<file path="config.mk">
export PLATFORM = sky130hd
export DESIGN_NAME = seq_divider
export DESIGN_NICKNAME = d
export VERILOG_FILES = /design/src/rtl/seq_divider.sv
export SDC_FILE = /design/constraint.sdc
export NUM_CORES = 1
export LEC_CHECK = 0
export BUFFER_PORTS_ARGS = -buffer_cell sky130_fd_sc_hd__buf_2
export CELL_PAD_IN_SITES_DETAIL_PLACEMENT = 1
export CELL_PAD_IN_SITES_GLOBAL_PLACEMENT = 2
export CORE_ASPECT_RATIO = 0.75
export CORE_MARGIN = 2
export CORE_UTILIZATION = 30
export CTS_CLUSTER_DIAMETER = 120
export DETAILED_ROUTE_END_ITERATION = 8
export PLACE_DENSITY_LB_ADDON = 0.08
export RECOVER_POWER = 100
export SLEW_MARGIN = 25
export SYNTH_ARGS = -nofsm -noshare
export SYNTH_HDL_FRONTEND = slang
export SYNTH_SLANG_ARGS = --single-unit
</file>
<file path="constraint.sdc">
create_clock -name clk -period 3.1 [get_ports clk]
set_input_delay 0.465 -clock clk [delete_from_list [all_inputs] [get_ports clk]]
set_output_delay 0.465 -clock clk [all_outputs]
set_load 0.05 [all_outputs]
</file>
<file path="src/rtl/seq_divider.sv">
// Multi-cycle unsigned restoring divider: 2W-bit dividend / W-bit divisor -> W-bit q, r.
// One quotient bit per clock; b==0 and quotient overflow finish immediately.
module seq_divider #(
  parameter int W = 32
) (
  input  logic           clk,
  input  logic           rst,
  input  logic           req,
  input  logic [2*W-1:0] a,
  input  logic [W-1:0]   b,
  output logic [W-1:0]   q,
  output logic [W-1:0]   r,
  output logic           dz,
  output logic           ovf,
  output logic           rdy
);

  localparam int CW = $clog2(W);

  typedef enum logic [1:0] {IDLE, RUN, DONE} state_t;

  state_t        state, state_nxt;
  logic [CW-1:0] cnt;
  logic [W:0]    pr;
  logic [W-1:0]  lo;
  logic [W-1:0]  qacc;
  logic [W-1:0]  dvs;

  logic [W:0]    diff;
  logic [W:0]    pr_nxt;
  logic          qbit;
  logic          special;
  logic          last;

  always_comb begin
    // pr always stays below dvs, so the trial difference fits in W+1 bits
    qbit    = ({pr, lo[W-1]} >= {2'b00, dvs});
    diff    = {pr[W-1:0], lo[W-1]} - {1'b0, dvs};
    pr_nxt  = qbit ? diff : {pr[W-1:0], lo[W-1]};
    special = (b == '0) || (a[2*W-1:W] >= b);
    last    = (cnt == CW'(W - 1));
  end

  always_comb begin
    state_nxt = state;
    rdy       = 1'b0;
    case (state)
      IDLE: if (req) state_nxt = special ? DONE : RUN;
      RUN:  if (last) state_nxt = DONE;
      DONE: begin
        rdy       = 1'b1;
        state_nxt = IDLE;
      end
      default: state_nxt = IDLE;
    endcase
  end

  always_ff @(posedge clk) begin
    if (rst) begin
      state <= IDLE;
      cnt   <= '0;
      pr    <= '0;
      lo    <= '0;
      qacc  <= '0;
      dvs   <= '0;
      q     <= '0;
      r     <= '0;
      dz    <= 1'b0;
      ovf   <= 1'b0;
    end else begin
      state <= state_nxt;
      case (state)
        IDLE: begin
          if (req) begin
            dvs  <= b;
            lo   <= a[W-1:0];
            pr   <= {1'b0, a[2*W-1:W]};
            qacc <= '0;
            cnt  <= '0;
            if (special) begin
              q   <= '1;
              r   <= a[W-1:0];
              dz  <= (b == '0);
              ovf <= (b != '0);
            end
          end
        end
        RUN: begin
          pr   <= pr_nxt;
          lo   <= {lo[W-2:0], 1'b0};
          qacc <= {qacc[W-2:0], qbit};
          cnt  <= last ? '0 : cnt + 1'b1;
          if (last) begin
            q   <= {qacc[W-2:0], qbit};
            r   <= pr_nxt[W-1:0];
            dz  <= 1'b0;
            ovf <= 1'b0;
          end
        end
        default: ;
      endcase
    end
  end

endmodule

</file>
==> results list <==
- Reg2Reg Setup Slack: -0.01 ns
* Worst relative slew slack: -0.104
- Worst IR drop on VDD: 0.391 mV
- Via/cell ratio: slightly above 5
- Most frequent cell after synthesis: nand2_1
- The endpoint identified for the worst register-to-register timing path is r[16].
- Final critical-path share of the clock period: 1.00
- Detailed placement ended at an HPWL of around 32,000 um.
- PortBufs: approximately 170
- The number of global-route vias before repair came to around 11,000.
- The analysis attributes to net switching a power of approximately 3500 uW.
- The share of synthesized area in the top cell type comes to 0.372.
- Routed via count: ~11,000
* Power after layout: between 9000 and 10,000 uW
* Share of power burned in the clock network: 0.276
- Walking the worst path, the cells encountered are inv_2 > ha_4 > inv_2 > fa_2 > a21o_1 > a311oi_2 > o32a_4 > o22ai_4 > a211oi_4 > buf_4 > o21bai_4 > buf_12 > mux2i_4 > buf_6 > nand2_1 > o211ai_1 > a21oi_1.
* Cell repeated most along the worst path: inv_2
* Floorplan Core Area: 0.0357 mm^2
- Layout Area Growth over Synthesis: 30.1%
* Critical Path Sink Type: flop
- TritonCTS built the clock tree.
* Fraction of the yosys area taken by sequential cells: 0.372
- After synthesis, the cell types taking the most area are dfxtp_1 (37%), nand2_1 (8.7%), ha_1 (7.6%), nor2_1 (5.6%), a21oi_1 (4.6%).
- Power density relative to cell area: approximately 670 mW/mm^2
- The internal power of the cells totals 5900 uW.
- Across the run, the number of max-cap violations was 2.
* Transition time at the pin with the least slew margin: 1.65 ns
* Number of enable-type register cells in the synthesized netlist: 0
* Maximum single-stage delay on the critical path: 0.34 ns
* Total die area: ~0.038 mm^2
- Critical path class: flop to flop
* Number of antenna repair diodes: 0
* Number of slew-limit violations in the final report: between 50 and 60
* Mapped Nets: 1,558
* Switching share of power: 0.374
- Gr usage total: 0.222
- Remaining Overflow, GRT: 0
* Flip-flop and latch count after synthesis: about 200
* CTS clk-pin slew, worst paths: around 0.06 ns
- Worst Slack Setup Final: -0.0134 ns
* Buffer depth of the longest clock path: 3
- The smallest clock period supported by the final layout is computed as 3.11 ns.
- At the later pin of the worst-skew pair, clock insertion delay measures between 0.5 and 0.6 ns.
- STA classifies the critical path startpoint as a flop.
- Hold-fix buffers at CTS: 0
- The synthesized design spends more area on one cell type than any other, namely dfxtp_1.
- The slowest stage of the critical path belongs to the cell fa_2.
- Commonest cells in the synthesized netlist: nand2_1 (250), dfxtp_1 (201), nor2_1 (160)
- Worst reg-to-reg path cell count: 17
* Top flip-flop cell by instance count after synthesis: dfxtp_1
* Synth Warn #: 0
* Yosys cell types: 66
- For the worst setup path, the data required time is roughly 3.5 ns.
- At the end of the flow the core is filled with cells to 0.394.
- Of all nets on the critical path, the largest fanout is 6.
- Of all flip-flops after synthesis, the portion carrying an async set or reset was 0.
- Endpoint, Worst Hold: dvs[11]
- Post-route antenna net violation count: 0
- H-tree Lvls: 1
- The mapped netlist covers approximately 0.011 mm^2.
* Initial Utilization: 0.303
* DRC violations left: 0
- Height of the chip: 168 um
- The clock arrives with ~0.035 ns of skew.
- Number of CTS-inserted buffers: 23
- Counting every sink on the clock net gives approximately 200.
- The share of total power dissipated in sequential elements is 0.314.
- The detailed router finished its first iteration with between 500 and 600 violations.
- # setup viols final: 1
* First-pass iteration count of the detailed router: 4
- Violated checks: max-capacitance violations, max-slew violations, negative setup slack
* Portion of total power attributed to combinational logic: 0.410
- Final count of hold timing violations: 0
* Data arrival at the endpoint of the critical path: between 3 and 4 ns
- Number of fillers in the final layout: 4,363
- CTS placed an instance of clkbuf_16 at the clock tree root.
- Routability-driven placement finished with a final weighted congestion of around 0.84.
- Post-synthesis instance total: between 1,000 and 1,500
- Sum of routed wire length over all layers: 42,000 um
* Layout cell share with drive strength beyond 1: 0.221
* Num ports: 166
- Startpoint of the worst-slack reg-to-reg timing path: lo[31]
* Setup repair after global routing missed its margin: yes
- Fin nets: between 1,500 and 2,000
- Leakage power: around 0.0059 uW
- The run finished, with violations left.
* Routed len/inst: 19.9 um
- Startpoint of the lowest-slack hold path: b[11]
- Per-instance average area after synthesis: 7.77 um^2
* Hold path cells: 3
- Min-delay worst type: primary input to flop
* Maximum achievable frequency: approximately 320 MHz
- The first global-routing pass estimated around 65,000 um of wire.
* X dimension of the die: between 200 and 250 um
- Pin count of the biggest net entering global routing: 72
- Antenna violations before repair: 0
- Cell Rows: 60
## flip-flops by register name, indices dropped and copies added (netlist names), 2 cells and up
signal and flops:
cnt 5, state 2, qacc 31, q 32
r 32, lo 32, pr 33, dvs 32
## layer usage
metal | GRT usage | wire length (um) | vias up
met3 | 0.0377 | 1620 | 39
met1 | 0.337 | 22600 | 5201
li1 | - | - | 5383
met4 | 0.0350 | 527 | 0
met2 | 0.331 | 17300 | 186
met5 | 0 | 0 | -
## placed cells by master, fill, tap and decap left out, types with 5 or more instances in the layout
| cell type | synthesis | routed |
|---|---|---|
| buf_4 | 2 | 133 |
| o21a_1 | 7 | 6 |
| nor3_1 | 71 | 71 |
| and3_1 | 6 | 6 |
| a211oi_2 | 1 | 10 |
| buf_2 | 5 | 98 |
| clkbuf_16 | 0 | 24 |
| and2_1 | 8 | 7 |
| nand4_1 | 11 | 11 |
| o21bai_1 | 5 | 5 |
| nor4_1 | 10 | 10 |
| a21oi_1 | 100 | 93 |
| a21o_1 | 32 | 32 |
| nand2_1 | 250 | 247 |
| clkbuf_8 | 0 | 6 |
| nand2b_1 | 9 | 8 |
| nand3b_1 | 13 | 13 |
| inv_1 | 74 | 72 |
| a22oi_1 | 32 | 32 |
| o21ai_1 | 3 | 7 |
| o211ai_2 | 9 | 7 |
| a311oi_2 | 1 | 5 |
| o211ai_1 | 20 | 20 |
| a211oi_1 | 20 | 11 |
| o41ai_1 | 9 | 6 |
| xor2_1 | 15 | 15 |
| buf_12 | 0 | 9 |
| xnor2_1 | 16 | 16 |
| a21oi_2 | 0 | 7 |
| o21ai_0 | 19 | 13 |
| a31oi_1 | 11 | 11 |
| nor2_1 | 160 | 157 |
| dfxtp_1 | 201 | 198 |
| nand3_1 | 14 | 13 |
| ha_1 | 66 | 60 |
| clkbuf_1 | 82 | 73 |
| ha_4 | 0 | 6 |
| a311oi_1 | 48 | 44 |
| buf_6 | 3 | 5 |
## timing repair
item	in CTS	in global routing
gates resized for setup	23	49
endpoints found under the setup margin	56	53
gates cloned	0	1
buffers inserted	3	3
pin swaps	9	15
## power by group through the flow
stage | clock network (uW) | logic [uW] | registers, uW
finish | 2600 | 3860 | 2960
global route | 2780 | 4200 | 2990
CTS | 2700 | 3680 | 2950
detailed placement | 0 | 3530 | 3000
global placement | 0 | 3500 | 3000
floorplan | 0 | 1870 | 3220
## area by class of cell
type                    count  area (um^2)  share of cell area
clock buffers              33          673              0.0479
clock inverters             2         13.8            0.000979
inverters                  74          278              0.0198
multi-input cells        1016         6460               0.459
flip-flops and latches    201         4030               0.286
well taps                 465          582              0.0414
repair buffers            319         2030               0.144
## cells by family after synthesis
logic type      share of synthesized area
mux                               0.00278
compound gates                      0.231
flops                               0.372
xor+xnor                           0.0251
buf+inv                            0.0641
simple gates                        0.227
fa+ha+maj                          0.0782
## worst max path at each step
| stage | start | cells after the start | to |
|---|---|---|---|
| final | lo[31] | 17 | r[16] |
| after global routing | lo[31] | 17 | r[30] |
| after CTS | dvs[1] | 14 | r[25] |
| after detailed placement | lo[31] | 16 | r[16] |
| after global placement | lo[31] | 16 | r[16] |
| after floorplan | lo[31] | 16 | r[21] |
## worst max-delay path, delay by kind of cell, from the launching register on
family	cells	cell delay [ns]
AO/OA/AOI/OAI	8	1.28
adder cells (fa/ha/maj)	2	0.49
buffers and inverters	5	0.59
flip-flops	1	0.32
multiplexers	1	0.26
AND/OR/NAND/NOR	1	0.08
## per-stage QoR
stage | std cells | setup slack [ns] | hold WS (ns) | TNS (ns) | area [um^2]
3_5_place_dp | 2068 | -0.348 | 0.444 | -9.99 | 13100
6_report | 2110 | -0.0134 | 0.189 | -0.0134 | 14100
5_1_grt | 2110 | -0.128 | 0.194 | -1.59 | 14100
4_1_cts | 2106 | -0.0271 | 0.159 | -0.0331 | 13900
3_3_place_gp | 2068 | -0.222 | 0.440 | -4.23 | 13100
2_1_floorplan | 1392 | 0.0751 | 0.436 | 0 | 10800
Note: power is estimated with default switching activity, not from simulation.
